==> src/rtl/pipe_if_stage_pkg.sv <==
// rtl/pipe_if_stage_pkg.sv - shared encodings for the instruction-fetch stage
package pipe_if_stage_pkg;

    localparam logic [1:0] PCSRC_SEQ = 2'b00;
    localparam logic [1:0] PCSRC_BR  = 2'b01;
    localparam logic [1:0] PCSRC_JR  = 2'b10;
    localparam logic [1:0] PCSRC_J   = 2'b11;

    localparam logic [5:0] OP_SPECIAL = 6'b000000;
    localparam logic [5:0] OP_J       = 6'b000010;
    localparam logic [5:0] OP_JAL     = 6'b000011;
    localparam logic [5:0] OP_BEQ     = 6'b000100;
    localparam logic [5:0] OP_BNE     = 6'b000101;
    localparam logic [5:0] FUNCT_JR   = 6'b001000;

    localparam logic [31:0] NOP_WORD = 32'h0000_0000;

    typedef enum logic {
        ST_RUN  = 1'b0,
        ST_PEND = 1'b1
    } irq_state_e;

    // True for any control-transfer instruction whose successor is a delay slot.
    function automatic logic is_cti(input logic [31:0] inst);
        logic [5:0] op;
        logic [5:0] funct;
        op    = inst[31:26];
        funct = inst[5:0];
        return (op == OP_J) || (op == OP_JAL) || (op == OP_BEQ) || (op == OP_BNE) ||
               ((op == OP_SPECIAL) && (funct == FUNCT_JR));
    endfunction

endpackage

==> src/rtl/pipe_ifid_reg.sv <==
// rtl/pipe_ifid_reg.sv - IF/ID pipeline register with hold and bubble controls
module pipe_ifid_reg
    import pipe_if_stage_pkg::*;
(
    input  logic        clk_i,
    input  logic        rst_i,
    input  logic        hold_i,
    input  logic        bubble_i,
    input  logic [31:0] pc_i,
    input  logic [31:0] pc4_i,
    input  logic [31:0] inst_i,
    output logic [31:0] d_pc_o,
    output logic [31:0] d_pc4_o,
    output logic [31:0] d_inst_o,
    output logic        d_valid_o
);

    logic [31:0] pc_q, pc4_q, inst_q;
    logic        valid_q;
    logic [31:0] pc_d, pc4_d, inst_d;
    logic        valid_d;

    // Bubble wins over hold so a flush is never swallowed by a stall.
    always_comb begin
        pc_d    = pc_q;
        pc4_d   = pc4_q;
        inst_d  = inst_q;
        valid_d = valid_q;
        if (bubble_i) begin
            inst_d  = NOP_WORD;
            valid_d = 1'b0;
        end else if (!hold_i) begin
            pc_d    = pc_i;
            pc4_d   = pc4_i;
            inst_d  = inst_i;
            valid_d = 1'b1;
        end
    end

    always_ff @(posedge clk_i or posedge rst_i) begin
        if (rst_i) begin
            pc_q    <= 32'h0;
            pc4_q   <= 32'h0;
            inst_q  <= NOP_WORD;
            valid_q <= 1'b0;
        end else begin
            pc_q    <= pc_d;
            pc4_q   <= pc4_d;
            inst_q  <= inst_d;
            valid_q <= valid_d;
        end
    end

    assign d_pc_o    = pc_q;
    assign d_pc4_o   = pc4_q;
    assign d_inst_o  = inst_q;
    assign d_valid_o = valid_q;

endmodule

==> src/rtl/pipe_if_stage.sv <==
// rtl/pipe_if_stage.sv - fetch PC, next-PC arbitration, interrupt entry and IF/ID capture
module pipe_if_stage
    import pipe_if_stage_pkg::*;
#(
    parameter logic [31:0] RESET_PC = 32'h0000_0000,
    parameter logic [31:0] INTR_VEC = 32'h0000_0008
) (
    input  logic        clk,
    input  logic        rst,
    output logic [31:0] pc,
    input  logic [31:0] inst,
    input  logic        stall,
    input  logic [1:0]  pcsrc,
    input  logic [31:0] bpc,
    input  logic [31:0] rpc,
    input  logic [31:0] jpc,
    input  logic        cancel,
    input  logic [31:0] cancel_pc,
    input  logic        intr,
    input  logic        ie,
    output logic        intr_ack,
    output logic [31:0] epc,
    output logic [31:0] d_pc,
    output logic [31:0] d_pc4,
    output logic [31:0] d_inst,
    output logic        d_valid
);

    logic [31:0] pc_q, pc_d;
    logic [31:0] epc_q, epc_d;
    irq_state_e  state_q, state_d;
    logic [31:0] pc_plus4;
    logic [31:0] mux_pc;
    logic        d_is_cti;
    logic        take;

    assign pc_plus4 = pc_q + 32'd4;
    assign d_is_cti = d_valid && is_cti(d_inst);

    // Never take while the IF instruction is a delay slot; it would lose its branch.
    assign take = (state_q == ST_PEND) && !stall && !cancel && !d_is_cti;

    always_comb begin
        mux_pc = pc_plus4;
        case (pcsrc)
            PCSRC_SEQ: mux_pc = pc_plus4;
            PCSRC_BR:  mux_pc = bpc;
            PCSRC_JR:  mux_pc = rpc;
            PCSRC_J:   mux_pc = jpc;
            default:   mux_pc = pc_plus4;
        endcase
    end

    always_comb begin
        pc_d  = mux_pc;
        epc_d = epc_q;
        if (cancel) begin
            pc_d = cancel_pc;
        end else if (stall) begin
            pc_d = pc_q;
        end else if (take) begin
            pc_d  = INTR_VEC;
            epc_d = pc_q;
        end
    end

    always_comb begin
        state_d = state_q;
        case (state_q)
            ST_RUN: begin
                if (intr && ie && !cancel) state_d = ST_PEND;
            end
            ST_PEND: begin
                if (take || !ie) state_d = ST_RUN;
            end
            default: state_d = ST_RUN;
        endcase
    end

    always_ff @(posedge clk or posedge rst) begin
        if (rst) begin
            pc_q    <= RESET_PC;
            epc_q   <= 32'h0;
            state_q <= ST_RUN;
        end else begin
            pc_q    <= pc_d;
            epc_q   <= epc_d;
            state_q <= state_d;
        end
    end

    pipe_ifid_reg u_ifid (
        .clk_i     (clk),
        .rst_i     (rst),
        .hold_i    (stall && !cancel),
        .bubble_i  (cancel || take),
        .pc_i      (pc_q),
        .pc4_i     (pc_plus4),
        .inst_i    (inst),
        .d_pc_o    (d_pc),
        .d_pc4_o   (d_pc4),
        .d_inst_o  (d_inst),
        .d_valid_o (d_valid)
    );

    assign pc       = pc_q;
    assign epc      = epc_q;
    assign intr_ack = take;

endmodule
==> config.mk <==
export PLATFORM = sky130hd
export DESIGN_NAME = pipe_if_stage
export DESIGN_NICKNAME = d
export VERILOG_FILES = /design/src/rtl/pipe_if_stage_pkg.sv /design/src/rtl/pipe_ifid_reg.sv /design/src/rtl/pipe_if_stage.sv
export SDC_FILE = /design/constraint.sdc
export NUM_CORES = 1
export LEC_CHECK = 0
export ABC_AREA = 1
export BUFFER_PORTS_ARGS = -buffer_cell sky130_fd_sc_hd__buf_2
export CAP_MARGIN = 20
export CELL_PAD_IN_SITES_DETAIL_PLACEMENT = 0
export CELL_PAD_IN_SITES_GLOBAL_PLACEMENT = 2
export CORE_MARGIN = 2
export CORE_UTILIZATION = 28
export CTS_CLUSTER_DIAMETER = 80
export CTS_CLUSTER_SIZE = 10
export DETAILED_ROUTE_END_ITERATION = 6
export PLACE_DENSITY_LB_ADDON = 0.12
export SYNTH_ARGS = -nofsm -noshare
export SYNTH_HDL_FRONTEND = slang
export SYNTH_SLANG_ARGS = --single-unit
==> constraint.sdc <==
create_clock -name clk -period 12 [get_ports clk]
set_input_delay 1.2 -clock clk [delete_from_list [all_inputs] [get_ports clk]]
set_output_delay 1.2 -clock clk [all_outputs]
set_load 0.02 [all_outputs]
==> flow_metrics.py <==
metrics = {
    "die": {
        "die-area_sq_mm": 0.02989,
        "start_util": 0.2859,
        "num_io_pins": 330,
        "fp.coreArea_sq_mm": 0.02793,
        "die_w_um": 172.9,
        "die_y_um": 172.9,
        "row_count": 61,
    },
    "cells_and_area": {
        "drive_gt1_frac": 0.2902,
        "mostFrequentLayoutCell": "nand2_1",
        "layout_common_cells": "nand2_1 (466), buf_2 (329), dfrtp_1 (160)",
        "area_growth_pct": 31.55,
        "num-nets-final": 1524,
    },
    "global_routing": {
        "grt_first_pass_wirelength_mm": 51.06,
        "grt_pass1_vias": 8049,
        "antenna_found_initial": 10,
        "grt-ovfl-total": 0,
        "track_usage": 0.2248,
        "grt_start_max_net_pins": 71,
    },
    "routing": {
        "wirelength_mm": 33.42,
        "routedWlPerCell_um": 19.11,
        "viasPerCell": 4.532,
        "ant_nets": 0,
        "firstDrtPassIters": 5,
        "dr_total_vias": 7927,
        "drc": 0,
        "dr_wl_met2_mm": 14.83,
        "met1_length_mm": 15.55,
        "highest_layer": "met5",
        "wl_met3_mm": 2.572,
        "drt-initial-drc-count": 520,
    },
    "setup_path": {
        "cp_common_cell": "buf_4",
        "cp_data_required_time_ps": 12310,
        "crit_path_max_fanout": 70,
        "crit_arrival_ps": 4480,
        "critical_path_buf_inv_count": 5,
        "max_stage_delay_ps": 660,
        "crit_family": "buffers and inverters",
        "reg2reg_slack_ps": 8500,
        "cp-end-kind": "flop",
        "criticalPathCategory": "in -> reg",
        "slowest_stage": "buf_4",
        "path_cells": "buf_2 -> nor2_4 -> inv_1 -> nor2_2 -> nand2_2 -> buf_4 -> nand2_4 -> inv_2 -> buf_4 -> nand2_1 -> o21a_1",
        "crit_path_start_kind": "primary input",
    },
    "timing": {
        "tns_ps": 0,
        "rsz0062_at_grt": "no",
        "relSlewSlack": 0.3653,
        "skew_ps": 17.95,
        "slew_violations": 0,
        "tightest_slew_ps": 950.7,
        "period_needed_ps": 4164,
        "setup_viol": 0,
        "fmax_mhz": 240.2,
        "finalHoldViolations": 0,
        "fin_crit_sh": 0.3470,
    },
    "power": {
        "p_total_uw": 1671,
        "clockPowerShare": 0.344,
        "p_leak_uw": 0.005708,
        "share_seq_of_total_power": 0.409,
        "comb_power_share": 0.247,
        "pwr_density_cell_mw_per_mm2": 159.0,
        "vdd.ir_drop.worst_v": 0.00006691,
        "p_int_uw": 1075,
        "net-switching-power_uw": 596.4,
        "p_sw_frac": 0.3569,
    },
    "synth": {
        "synthCells": 1051,
        "synth-main-ff-cell": "dfrtp_1",
        "yosys_warnings": 0,
        "ys_seq_area_frac": 0.5013,
        "syn_area_sq_mm": 0.007986,
        "synth-edff-count": 0,
        "synth.distinct_cells": 30,
        "async_flop_share": 1.000,
        "synth_seq_cells": 160,
        "syn_nets": 1220,
        "synth_area_per_cell_sq_um": 7.599,
    },
    "clock_tree": {
        "cts_buffers": 17,
        "cts_num_sinks": 160,
        "clock_path_buffers": 2,
        "post_cts_resize_count": 0,
        "htreeDepth": 4,
        "post-cts-setup-buffer-count": 0,
        "cts_tree": "yes",
        "insertion_delay_ps": 430,
        "cts.clk_slew.worst_paths_ps": 70,
        "clock-root-buffer": "clkbuf_16",
        "cts_hold_buf": 0,
    },
    "job": {
        "cap_violations": 0,
    },
    "run_status": {
        "status": "complete, no violations",
    },
    "place": {
        "hpwl_mm": 24.97,
        "globalplace.congestion": 0.7636,
        "io_buffers": 329,
    },
    "worst_hold_path": {
        "hp-class": "reg -> reg",
    },
}
[cells by family (layout without fill, tap and decap cells)]
group	count (synthesis)	in the layout	synth area share
AO/OA/AOI/OAI	139	139	0.09823
XOR/XNOR	9	9	0.009871
adder cells (fa/ha/maj)	1	1	0.001566
buffers and inverters	127	444	0.07238
flip-flops	160	160	0.5013
other	0	3	0
AND/OR/NAND/NOR	615	615	0.3166
[Yosys cell counts, types with 6 or more instances]
| library cell | instances | area, sq um |
|---|---|---|
| nand2_1 | 466 | 1749 |
| nand3_1 | 68 | 340.3 |
| nand4_1 | 8 | 50.05 |
| inv_1 | 68 | 255.2 |
| dfrtp_1 | 160 | 4004 |
| buf_2 | 17 | 85.08 |
| nand2_2 | 6 | 37.54 |
| nor2_2 | 6 | 37.54 |
| o21ai_1 | 16 | 80.08 |
| o21ai_0 | 92 | 460.4 |
| xor2_1 | 9 | 78.83 |
| clkbuf_1 | 23 | 86.33 |
| nor2_1 | 46 | 172.7 |
| a221oi_1 | 19 | 166.4 |
| buf_6 | 8 | 90.09 |
[final cells by class]
| type | instances | area [sq um] |
|---|---|---|
| multi-input combinational | 764 | 3412 |
| timing repair buffer | 339 | 1722 |
| sequential | 160 | 4004 |
| clock inverter | 13 | 166.4 |
| tap | 378 | 473.0 |
| fill | 3145 | 17430 |
| inverter | 73 | 279.0 |
| clock buffer | 19 | 442.9 |
| antenna | 3 | 7.507 |
[flip-flops by register name, indices dropped and copies added, names as in the netlist]
register	count
u_ifid.d_valid_o	1
u_ifid.d_inst_o	32
pc	32
u_ifid.d_pc_o	30
epc	32
state_q	1
u_ifid.d_pc4_o	32
[through the flow]
| stage | area [sq um] | std cells | hold WS (ps) | worst slack [ps] | util |
|---|---|---|---|---|---|
| global route | 10500 | 1748 | 499.3 | 7359 | 0.3760 |
| detailed placement | 9889 | 1714 | 465.7 | 7283 | 0.3540 |
| CTS | 10500 | 1746 | 485.7 | 7731 | 0.3758 |
| finish | 10510 | 1749 | 478.2 | 7836 | 0.3761 |
| global placement | 9889 | 1714 | 458.4 | 7308 | 0.3540 |
| floorplan | 7986 | 1051 | 471.6 | 6480 | - |
[power by group through the flow]
stage / Sequential, uW / Clock, uW / Combinational (uW)
after floorplan: 780 / 0 / 145
after global placement: 692 / 0 / 420
after detailed placement: 692 / 0 / 420
after CTS: 683 / 591 / 421
after global routing: 695 / 613 / 457
final: 683 / 575 / 413
[per-layer routing]
metal | track usage | vias to the layer above
li1 | - | 3961
met1 | 0.3089 | 3658
met2 | 0.3450 | 267
met3 | 0.07344 | 29
met4 | 0.04944 | 12
met5 | 0 | -
[worst paths after layout]
kind                                      to  cells past startpoint          startpoint
max                         u_ifid.d_pc_o[2]                     11              cancel
min                        u_ifid.d_pc_o[14]                      2   u_ifid.d_pc_o[14]
max reg2reg                 u_ifid.d_pc_o[2]                     13  u_ifid.d_inst_o[2]
min reg2reg                u_ifid.d_pc_o[14]                      2   u_ifid.d_pc_o[14]
max in group asynchronous             pc[10]                      3                 rst
min in group asynchronous             epc[4]                      2                 rst
[worst min-delay path: stages (launching register included)]
cell     delay [ps]
dfrtp_1         340
nand2_1          50
o21ai_0          60
No activity file was read; power rests on OpenSTA's default activity.
